$ cat src/rtl/desired_drive_gen2_pkg.sv
// Shared defaults and helpers for the pipelined desired-drive calculator.
// Imported by desired_drive_gen2 and curr_slew_lim.
package desired_drive_pkg;

    localparam int DEF_TORQUE_MIN = 'h380;
    localparam int DEF_CAD_MIN    = 2;
    localparam int DEF_CAD_OFF    = 32;
    localparam int DEF_INCL_OFF   = 256;
    localparam int DEF_OUT_SHIFT  = 14;
    localparam int DEF_SLEW_UP    = 64;
    localparam int DEF_SLEW_DN    = 256;

    // Full-precision product width: torque * incline_lim * cad_factor * setting.
    function automatic int prod_width(input int torque_w, input int incl_sat_w,
                                      input int cad_w, input int set_w);
        return torque_w + (incl_sat_w - 1) + (cad_w + 1) + set_w;
    endfunction

    function automatic int sat_signed(input int v, input int w);
        int hi;
        int lo;
        hi = (1 << (w - 1)) - 1;
        lo = -(1 << (w - 1));
        if (v > hi) return hi;
        if (v < lo) return lo;
        return v;
    endfunction

endpackage

$ cat src/rtl/desired_drive_gen2_if.sv
// Sample-in / target-out bus of desired_drive_gen2.
// in_vld qualifies one sample per cycle with no ready (the pipeline never stalls);
// out_vld pulses for exactly one cycle whenever target_curr and sat have been updated.
interface desired_drive_gen2_if #(
    parameter int TORQUE_W = 12,
    parameter int CAD_W    = 5,
    parameter int INCL_W   = 13,
    parameter int SET_W    = 2,
    parameter int CURR_W   = 12
);
    logic                in_vld;
    logic [TORQUE_W-1:0] avg_torque;
    logic [CAD_W-1:0]    cadence_vec;
    logic [INCL_W-1:0]   incline;
    logic [SET_W-1:0]    setting;
    logic                assist_en;
    logic [CURR_W-1:0]   target_curr;
    logic                out_vld;
    logic                sat;

    modport master (
        output in_vld, avg_torque, cadence_vec, incline, setting, assist_en,
        input  target_curr, out_vld, sat
    );

    modport slave (
        input  in_vld, avg_torque, cadence_vec, incline, setting, assist_en,
        output target_curr, out_vld, sat
    );
endinterface

$ cat src/rtl/desired_drive_gen2_curr_slew_lim.sv
// Slew-rate limited target current register: moves cur toward raw by at most
// SLEW_UP (rising) or SLEW_DN (falling) on each upd cycle.
module curr_slew_lim
    import desired_drive_pkg::*;
#(
    parameter int CURR_W  = 12,
    parameter int SLEW_UP = DEF_SLEW_UP,
    parameter int SLEW_DN = DEF_SLEW_DN
) (
    input  logic              clk,
    input  logic              rst,
    input  logic              upd,
    input  logic [CURR_W-1:0] raw,
    output logic [CURR_W-1:0] cur
);
    logic [CURR_W-1:0] step_up;
    logic [CURR_W-1:0] step_dn;
    logic [CURR_W-1:0] cur_d;

    always_comb begin
        step_up = raw - cur;
        step_dn = cur - raw;
        cur_d   = cur;
        if (raw > cur)
            cur_d = cur + ((step_up > CURR_W'(SLEW_UP)) ? CURR_W'(SLEW_UP) : step_up);
        else if (raw < cur)
            cur_d = cur - ((step_dn > CURR_W'(SLEW_DN)) ? CURR_W'(SLEW_DN) : step_dn);
    end

    always_ff @(posedge clk or posedge rst) begin
        if (rst)      cur <= '0;
        else if (upd) cur <= cur_d;
    end
endmodule

$ cat src/rtl/desired_drive_gen2.sv
// Pipelined desired-drive calculator: torque/cadence/incline/assist -> motor target current.
// Define DESIRED_DRIVE_SLEW_EN to slew-limit target_curr through curr_slew_lim.
module desired_drive_gen2
    import desired_drive_pkg::*;
#(
    parameter int TORQUE_W   = 12,
    parameter int CAD_W      = 5,
    parameter int INCL_W     = 13,
    parameter int INCL_SAT_W = 10,
    parameter int SET_W      = 2,
    parameter int CURR_W     = 12,
    parameter int TORQUE_MIN = DEF_TORQUE_MIN,
    parameter int CAD_MIN    = DEF_CAD_MIN,
    parameter int CAD_OFF    = DEF_CAD_OFF,
    parameter int INCL_OFF   = DEF_INCL_OFF,
    parameter int OUT_SHIFT  = DEF_OUT_SHIFT,
    parameter int SLEW_UP    = DEF_SLEW_UP,
    parameter int SLEW_DN    = DEF_SLEW_DN
) (
    input logic                 clk,
    input logic                 rst,
    desired_drive_gen2_if.slave bus
);
    localparam int LIM_W   = INCL_SAT_W - 1;
    localparam int LIM_MAX = (1 << LIM_W) - 1;
    localparam int CADF_W  = CAD_W + 1;
    localparam int PA_W    = TORQUE_W + LIM_W;
    localparam int PB_W    = CADF_W + SET_W;
    localparam int P       = prod_width(TORQUE_W, INCL_SAT_W, CAD_W, SET_W);

    int                  incl_sat;
    int                  incl_fac;
    logic [LIM_W-1:0]    incl_lim_d;
    logic [TORQUE_W-1:0] torque_d;
    logic [CADF_W-1:0]   cad_d;

    logic                s1_vld, s1_en;
    logic [TORQUE_W-1:0] s1_torque;
    logic [LIM_W-1:0]    s1_incl;
    logic [CADF_W-1:0]   s1_cad;
    logic [SET_W-1:0]    s1_set;
    logic                s2_vld, s2_en;
    logic [PA_W-1:0]     s2_a;
    logic [PB_W-1:0]     s2_b;
    logic                s3_vld, s3_en;
    logic [P-1:0]        s3_prod;
    logic                s4_vld, s4_sat;
    logic [CURR_W-1:0]   s4_raw;
    logic [CURR_W-1:0]   raw_d;
    logic                sat_d;

    logic [CURR_W-1:0]   tgt_q;
    logic                out_vld_q;
    logic                sat_q;

    // Stage 1 operand conditioning; only the incline path is signed.
    always_comb begin
        incl_sat   = sat_signed(int'(signed'(bus.incline)), INCL_SAT_W);
        incl_fac   = incl_sat + INCL_OFF;
        incl_lim_d = LIM_W'(incl_fac);
        if (incl_fac < 0)            incl_lim_d = '0;
        else if (incl_fac > LIM_MAX) incl_lim_d = LIM_W'(LIM_MAX);
        torque_d = (bus.avg_torque < TORQUE_W'(TORQUE_MIN)) ? '0
                 : bus.avg_torque - TORQUE_W'(TORQUE_MIN);
        cad_d    = (bus.cadence_vec < CAD_W'(CAD_MIN)) ? '0
                 : CADF_W'(bus.cadence_vec) + CADF_W'(CAD_OFF);
    end

    always_comb begin
        raw_d = '0;
        sat_d = 1'b0;
        if (s3_en) begin
            if ((s3_prod >> (OUT_SHIFT + CURR_W)) != '0) begin
                raw_d = '1;
                sat_d = 1'b1;
            end else begin
                raw_d = s3_prod[OUT_SHIFT +: CURR_W];
            end
        end
    end

    // Data registers load every cycle; the valid bit rides alongside.
    always_ff @(posedge clk or posedge rst) begin
        if (rst) begin
            s1_vld <= 1'b0; s1_en <= 1'b0; s1_torque <= '0; s1_incl <= '0;
            s1_cad <= '0;   s1_set <= '0;
            s2_vld <= 1'b0; s2_en <= 1'b0; s2_a <= '0; s2_b <= '0;
            s3_vld <= 1'b0; s3_en <= 1'b0; s3_prod <= '0;
            s4_vld <= 1'b0; s4_sat <= 1'b0; s4_raw <= '0;
            out_vld_q <= 1'b0; sat_q <= 1'b0;
        end else begin
            s1_vld    <= bus.in_vld;
            s1_en     <= bus.assist_en;
            s1_torque <= torque_d;
            s1_incl   <= incl_lim_d;
            s1_cad    <= cad_d;
            s1_set    <= bus.setting;
            s2_vld    <= s1_vld;
            s2_en     <= s1_en;
            s2_a      <= PA_W'(s1_torque) * PA_W'(s1_incl);
            s2_b      <= PB_W'(s1_cad) * PB_W'(s1_set);
            s3_vld    <= s2_vld;
            s3_en     <= s2_en;
            s3_prod   <= P'(s2_a) * P'(s2_b);
            s4_vld    <= s3_vld;
            s4_raw    <= raw_d;
            s4_sat    <= sat_d;
            out_vld_q <= s4_vld;
            if (s4_vld) sat_q <= s4_sat;
        end
    end

`ifdef DESIRED_DRIVE_SLEW_EN
    curr_slew_lim #(
        .CURR_W  (CURR_W),
        .SLEW_UP (SLEW_UP),
        .SLEW_DN (SLEW_DN)
    ) u_slew (
        .clk (clk),
        .rst (rst),
        .upd (s4_vld),
        .raw (s4_raw),
        .cur (tgt_q)
    );
`else
    // Slew limits only matter when the limiter is built.
    logic [CURR_W-1:0] unused_slew;
    assign unused_slew = CURR_W'(SLEW_UP) ^ CURR_W'(SLEW_DN);

    always_ff @(posedge clk or posedge rst) begin
        if (rst)         tgt_q <= '0;
        else if (s4_vld) tgt_q <= s4_raw;
    end
`endif

    assign bus.target_curr = tgt_q;
    assign bus.out_vld     = out_vld_q;
    assign bus.sat         = sat_q;
endmodule

$ cat src/flat_wrapper.sv
// flat-port wrapper written by rule: the top's interface ports become plain ports
module desired_drive_gen2_flat import desired_drive_pkg::*;
#(
    parameter int TORQUE_W   = 12,
    parameter int CAD_W      = 5,
    parameter int INCL_W     = 13,
    parameter int INCL_SAT_W = 10,
    parameter int SET_W      = 2,
    parameter int CURR_W     = 12,
    parameter int TORQUE_MIN = DEF_TORQUE_MIN,
    parameter int CAD_MIN    = DEF_CAD_MIN,
    parameter int CAD_OFF    = DEF_CAD_OFF,
    parameter int INCL_OFF   = DEF_INCL_OFF,
    parameter int OUT_SHIFT  = DEF_OUT_SHIFT,
    parameter int SLEW_UP    = DEF_SLEW_UP,
    parameter int SLEW_DN    = DEF_SLEW_DN
)
  (clk, rst, bus_in_vld, bus_avg_torque, bus_cadence_vec, bus_incline, bus_setting, bus_assist_en, bus_target_curr, bus_out_vld, bus_sat);
  desired_drive_gen2_if #(.TORQUE_W(TORQUE_W), .CAD_W(CAD_W), .INCL_W(INCL_W), .SET_W(SET_W), .CURR_W(CURR_W)) bus_i ();
  input logic clk;
  input logic rst;
  input wire logic [$bits(bus_i.in_vld)-1:0] bus_in_vld;
  input wire logic [$bits(bus_i.avg_torque)-1:0] bus_avg_torque;
  input wire logic [$bits(bus_i.cadence_vec)-1:0] bus_cadence_vec;
  input wire logic [$bits(bus_i.incline)-1:0] bus_incline;
  input wire logic [$bits(bus_i.setting)-1:0] bus_setting;
  input wire logic [$bits(bus_i.assist_en)-1:0] bus_assist_en;
  output wire logic [$bits(bus_i.target_curr)-1:0] bus_target_curr;
  output wire logic [$bits(bus_i.out_vld)-1:0] bus_out_vld;
  output wire logic [$bits(bus_i.sat)-1:0] bus_sat;
  assign bus_i.in_vld = bus_in_vld;
  assign bus_i.avg_torque = bus_avg_torque;
  assign bus_i.cadence_vec = bus_cadence_vec;
  assign bus_i.incline = bus_incline;
  assign bus_i.setting = bus_setting;
  assign bus_i.assist_en = bus_assist_en;
  assign bus_target_curr = bus_i.target_curr;
  assign bus_out_vld = bus_i.out_vld;
  assign bus_sat = bus_i.sat;
  desired_drive_gen2 #(.TORQUE_W(TORQUE_W), .CAD_W(CAD_W), .INCL_W(INCL_W), .INCL_SAT_W(INCL_SAT_W), .SET_W(SET_W), .CURR_W(CURR_W), .TORQUE_MIN(TORQUE_MIN), .CAD_MIN(CAD_MIN), .CAD_OFF(CAD_OFF), .INCL_OFF(INCL_OFF), .OUT_SHIFT(OUT_SHIFT), .SLEW_UP(SLEW_UP), .SLEW_DN(SLEW_DN)) u_core (.clk(clk), .rst(rst), .bus(bus_i));
endmodule
$ cat config.mk
export PLATFORM = sky130hd
export DESIGN_NAME = desired_drive_gen2_flat
export DESIGN_NICKNAME = d
export VERILOG_FILES = /design/src/rtl/desired_drive_gen2_pkg.sv /design/src/rtl/desired_drive_gen2_if.sv /design/src/rtl/desired_drive_gen2_curr_slew_lim.sv /design/src/rtl/desired_drive_gen2.sv /design/src/flat_wrapper.sv
export SDC_FILE = /design/constraint.sdc
export NUM_CORES = 1
export LEC_CHECK = 0
export ABC_AREA = 0
export BUFFER_PORTS_ARGS = -buffer_cell sky130_fd_sc_hd__buf_2
export CAP_MARGIN = 20
export CORE_MARGIN = 2
export CORE_UTILIZATION = 64
export DETAILED_ROUTE_END_ITERATION = 6
export PLACE_DENSITY = 0.82
export SLEW_MARGIN = 0
export SYNTH_ARGS = -nofsm -noshare
export SYNTH_HDL_FRONTEND = slang
export SYNTH_HIERARCHICAL = 1
export SYNTH_SLANG_ARGS = --single-unit
export TNS_END_PERCENT = 30
$ cat constraint.sdc
create_clock -name clk -period 5.4 [get_ports clk]
set_input_delay 1.08 -clock clk [delete_from_list [all_inputs] [get_ports clk]]
set_output_delay 1.08 -clock clk [all_outputs]
set_load 0.005 [all_outputs]
* After elaboration in Yosys (flattened, before gate mapping)
Index checks and enable logic that the tools add are counted.
** Word-level totals
- Latch bits :: 0
- Bits in read-only memories :: 0
- Register bits :: 121
- Output and inout port bits :: 14
- Word-level logic and storage cells :: 47
- RAM bits :: 0
- Memories :: 0
** Cells by class
- Eq/ne operators :: 0
- Bitwise operators :: 0
- Order comparisons :: 6
- Shift-type cells :: 0
- Multiplexer cells :: 15
- Div/mod/pow operators :: 0
- $mul :: 3
- Reductions and logical operators :: 1
- Add/sub/neg operators :: 3
** Operator list (count)
- 2-to-1 mux 32 bit :: 3
- 2-to-1 mux 12 bit :: 3
- adder 32 x 10 -> 32 bit, second input constant :: 1
- > comparator 32 x 10 -> 1 bit, second input constant :: 1
- less-than comparator 32 x 1 -> 1 bit, second input constant :: 1
- multiplier 21 x 8 -> 29 bit :: 1
- nonzero test 29 bit :: 1
- 2-to-1 mux 9 bit :: 3
- multiplier 12 x 9 -> 21 bit :: 1
- > comparator 13 x 10 -> 1 bit, second input constant :: 1
- less-than comparator 13 x 10 -> 1 bit, second input constant :: 1
- less-than comparator 12 x 10 -> 1 bit, second input constant :: 1
- subtractor 12 x 10 -> 12 bit, second input constant :: 1
- multiplier 6 x 2 -> 8 bit :: 1
- adder 5 x 6 -> 6 bit, second input constant :: 1
- 2-to-1 mux 6 bit :: 1
- less-than comparator 5 x 2 -> 1 bit, second input constant :: 1
- 2-to-1 mux 1 bit :: 5

* Logic depth before layout (Yosys ltp)
- Depth after elaboration :: 9
- Gate-level depth with buffers :: 19
- Mapped depth without buffers :: 18

* Least setup slack after synthesis
No wires, ideal clock.
- Path type :: flip-flop to flip-flop
- Start :: register u_core.s2_b[7]
- End :: register u_core.s3_prod[27]
- Required time :: 5.273 ns
- Clock period less this slack :: 4.830 ns
- Arrival :: 4.703 ns
- Path buffers :: 1
- Library setup time :: 0.127 ns
- Stages on the path, launching flop included :: 18
- Path slack :: 0.570 ns
- Path through :: dfrtp_1 -> clkbuf_1 -> nand2_1 -> fa_1 -> fa_1 -> inv_1 -> fa_1 -> inv_1 -> fa_1 -> inv_1 -> ha_1 -> a2111oi_2 -> o21ai_1 -> a221oi_2 -> o311ai_2 -> o311ai_4 -> o21ai_1 -> xor2_1
** Between the ends
- Word-level cells in the longest chain between the ends :: 1
** RTL lines
- start, declared :: RTL line desired_drive_gen2.sv:44 : logic [PB_W-1:0] s2_b;
- start signal, assigned :: RTL line desired_drive_gen2.sv:101 : s2_b <= PB_W'(s1_cad) * PB_W'(s1_set);
- multiplier 21 x 8 -> 29 bit :: RTL line desired_drive_gen2.sv:104 : s3_prod <= P'(s2_a) * P'(s2_b);
- end signal, assigned :: RTL line desired_drive_gen2.sv:104
- end, declared :: RTL line desired_drive_gen2.sv:46 : logic [P-1:0] s3_prod;
No other way between the ends.
A chain may end at the register's enable or synchronous reset.

* Final worst setup path
- Start :: register u_core.s2_a[4]
- End :: register u_core.s3_prod[27]
** Between the ends
- Word-level cells in the longest chain between the ends :: 1
** RTL lines
- start, declared :: RTL line desired_drive_gen2.sv:43 : logic [PA_W-1:0] s2_a;
- start signal, assigned :: RTL line desired_drive_gen2.sv:100 : s2_a <= PA_W'(s1_torque) * PA_W'(s1_incl);
- multiplier 21 x 8 -> 29 bit :: RTL line desired_drive_gen2.sv:104
No other way between the ends.

==> summary.txt <==
Drt
  – Met2 WL: 11700 um
  – M1 wire length: 9220 um
  – Via count: 8137
  – Vias/cell: 5.35
  – Detailed Route WL: 22400 um
  – Top layer used by detailed routing: met4
  – DRC: 1
  – Met3 wire len: 956 um
  – Routed Antenna Nets: 0
  – Starting DRT DRC Count: 292
  – Mean routed wirelength per cell: 14.7 um
  – First-pass DRT Iterations: 7

Placement
  – GPL Wtd Cong: 0.910
  – Dpl hpwl: 18100 um
  – # port buffers: 49

Synth
  – Post-synth top area cell: fa_1
  – Cell Area, Synth: 12000 sq um
  – Average size of a mapped cell: 9.54 sq um
  – Number of synthesized flops with an enable pin: 0
  – Synth top area cells: fa_1 31%, dfrtp_1 22%, ha_1 11%
  – Post-synthesis mux area share: 1.22%
  – Simple-gate area share of the yosys netlist: 17.5%
  – Ys Warns: 6
  – Seq/Total Area, Yosys: 22.4%
  – Largest family of logic cells by synthesized area: adder cells
  – Adder-cell share of the synthesized area: 41.5%
  – Post-synthesis compound-gate area fraction: 5.87%
  – Synth async-reset ratio: 100%
  – Syn nets: 1577
  – Post-Synth XOR/XNOR Area: 2.34%
  – Syn Inst Count: 1255
  – Post-synthesis cell type count: 51
  – Primary FF master, synth: dfrtp_1
  – Post-synth top area share: 30.9%
  – FF+latch count, synth: 107

Clock tree
  – CTS clk-pin slew, worst paths: 0.08 ns
  – H-tree levels: 3
  – Post-CTS sizing: 0
  – Clock tree from TritonCTS: done
  – Clk buf depth: 2
  – Worst skew pair latency: 0.36 ns
  – Clock sink count: 107
  – CTS buffer count: 9
  – Setup bufs post-CTS: 0
  – Root Buffer: clkbuf_16
  – Post-CTS Hold Buffers: 0

Final layout
  – Layout area overhead: 6.57%
  – Area of the multi-input gates: 8210 sq um
  – Most common cell after layout, fill and taps aside: inv_1
  – Util after Layout: 68.9%
  – FF+latch area: 2690 sq um
  – Nets: 1605
  – Share of post-route cells with drive strength above 1: 8.15%
  – N_diodes: 0
  – # fillers: 1368
  – Most frequent cells in the layout: 246 x inv_1, 185 x fa_1, 171 x nand2_1, 163 x and2_1

Global route
  – Total grt overflow: 0
  – Largest net degree at the start of global routing: 77
  – First-pass GRT wire length: 39400 um
  – Initial antenna violation count: 0
  – GRT Util Overall: 24.6%
  – Vias in the first global route: 8701

Timing
  – Minimum clock period: 5.10 ns
  – Least-Margin Pin Slew: 0.913 ns
  – Max Slew Vio Count: 0
  – Fmax: 196 MHz
  – Final Cycle Share: 94.5%
  – Worst Skew: 0.0153 ns
  – RSZ-0062 raised after global routing: no
  – Sum of negative setup slack: 0 ns
  – Min Hold Slack: 0.352 ns
  – Max_slew headroom: 39.1%
  – Final Hold Fails: 0
  – Setup-failing EPs final: 0

Die
  – Num ports: 50
  – Die H: 141 um
  – Die W: 141 um
  – CORE AREA: 18500 sq um
  – Core Rows: 50
  – Initial Util: 64.6%
  – Die ar.: 19800 sq um

Worst setup path
  – Worst EP required: 5.64 ns
  – Crit end category: flip-flop
  – Critical Setup Path Class: reg -> reg
  – Worst-path fanout max: 8
  – Worst setup SP type: flip-flop
  – Crit path DAT: 5.34 ns

Min path
  – Hold crit path type: reg -> reg

Run
  – Max_cap viols: 0

Outcome
  – Status: finished, violations left
  – Failing checks: DRC
cells by family (layout without fill, tap and decap cells):
group,after synthesis,in the layout
AND/OR/NAND/NOR,417,417
AO/OA/AOI/OAI,108,108
adder cells (fa/ha/maj),286,286
buffers and inverters,292,325
multiplexers,13,13
XOR/XNOR,32,32
flip-flops,107,107
worst paths after layout:
check | startpoint | to | slack (ns) | depth (start not counted)
max | u_core/s2_a[4] | u_core/s3_prod[27] | 0.30 | 18
min | u_core/s2_vld | u_core/s3_vld | 0.35 | 0
max reg2reg | u_core/s2_a[4] | u_core/s3_prod[27] | 0.30 | 18
min reg2reg | u_core/s2_vld | u_core/s3_vld | 0.35 | 0
max in group asynchronous | rst | u_core/s4_raw[6] | 3.55 | 3
min in group asynchronous | rst | u_core/s2_b[0] | 0.92 | 2
through the flow:
stage                     instance area [sq um]  setup slack, ns  std cells
after global routing                      12800           0.0234       1522
after CTS                                 12700            0.203       1521
after floorplan                           12000            0.570       1255
after global placement                    12400            0.365       1505
final                                     12800            0.298       1522
after detailed placement                  12400            0.174       1505
final cells by class:
class / instances / area share, %
clock buffers: 9 / 1.77
clock inverters: 7 / 0.588
inverters: 248 / 7.32
multi-input cells: 856 / 64.4
flip-flops and latches: 107 / 21.0
well taps: 234 / 2.30
repair buffers: 61 / 2.63
cell usage after synthesis, types with 2 or more instances:
master / instances
buf_1: 2
nor3_1: 6
ha_1: 101
xnor2_1: 20
nor2b_1: 11
nand3b_1: 2
nand3_1: 14
o22ai_1: 2
o21a_1: 3
o21bai_1: 7
nor2_1: 28
o31a_1: 2
o21ai_1: 4
o211ai_1: 4
a211oi_1: 4
nand4_1: 6
o31ai_1: 3
or2_2: 2
a21o_1: 6
o21ai_0: 16
fa_1: 185
or4_1: 3
xor2_1: 12
nand2b_1: 5
nand2_1: 171
clkbuf_1: 42
inv_1: 247
a21oi_1: 44
mux2_2: 13
dfrtp_1: 107
and2_1: 163
metal layers:
metal | track usage [%] | vias to the layer above
li1 | - | 3859
met1 | 30.1 | 4028
met2 | 45.7 | 217
met3 | 3.06 | 33
met4 | 7.32 | 0
met5 | 0 | -
worst max-delay path, cell delays in order (launching register included):
cell and delay, ns:
dfrtp_1 0.48, and2_1 0.22, fa_1 0.52, inv_1 0.05, fa_1 0.47, inv_1 0.06, fa_1 0.54, inv_1 0.06
fa_1 0.53, inv_1 0.04, ha_1 0.32, a2111oi_2 0.37, o21ai_1 0.14, a221oi_2 0.23, buf_4 0.18, o311ai_4 0.15
o311ai_4 0.32, o21ai_1 0.15, xor2_1 0.15
registers in the layout (all words and copies together), names as in the netlist, 2 cells and up:
signal and cells:
u_core/s2_a 21, u_core/s3_prod 15, u_core/bus.target_curr 12, u_core/s1_torque 12, u_core/s4_raw 12, u_core/s1_incl 9, u_core/s2_b 8, u_core/s1_cad 6
u_core/s1_set 2
Power is left out: the tool's default activity adds up to more than one toggle a clock period on the data nets, which glitch-free logic cannot reach.
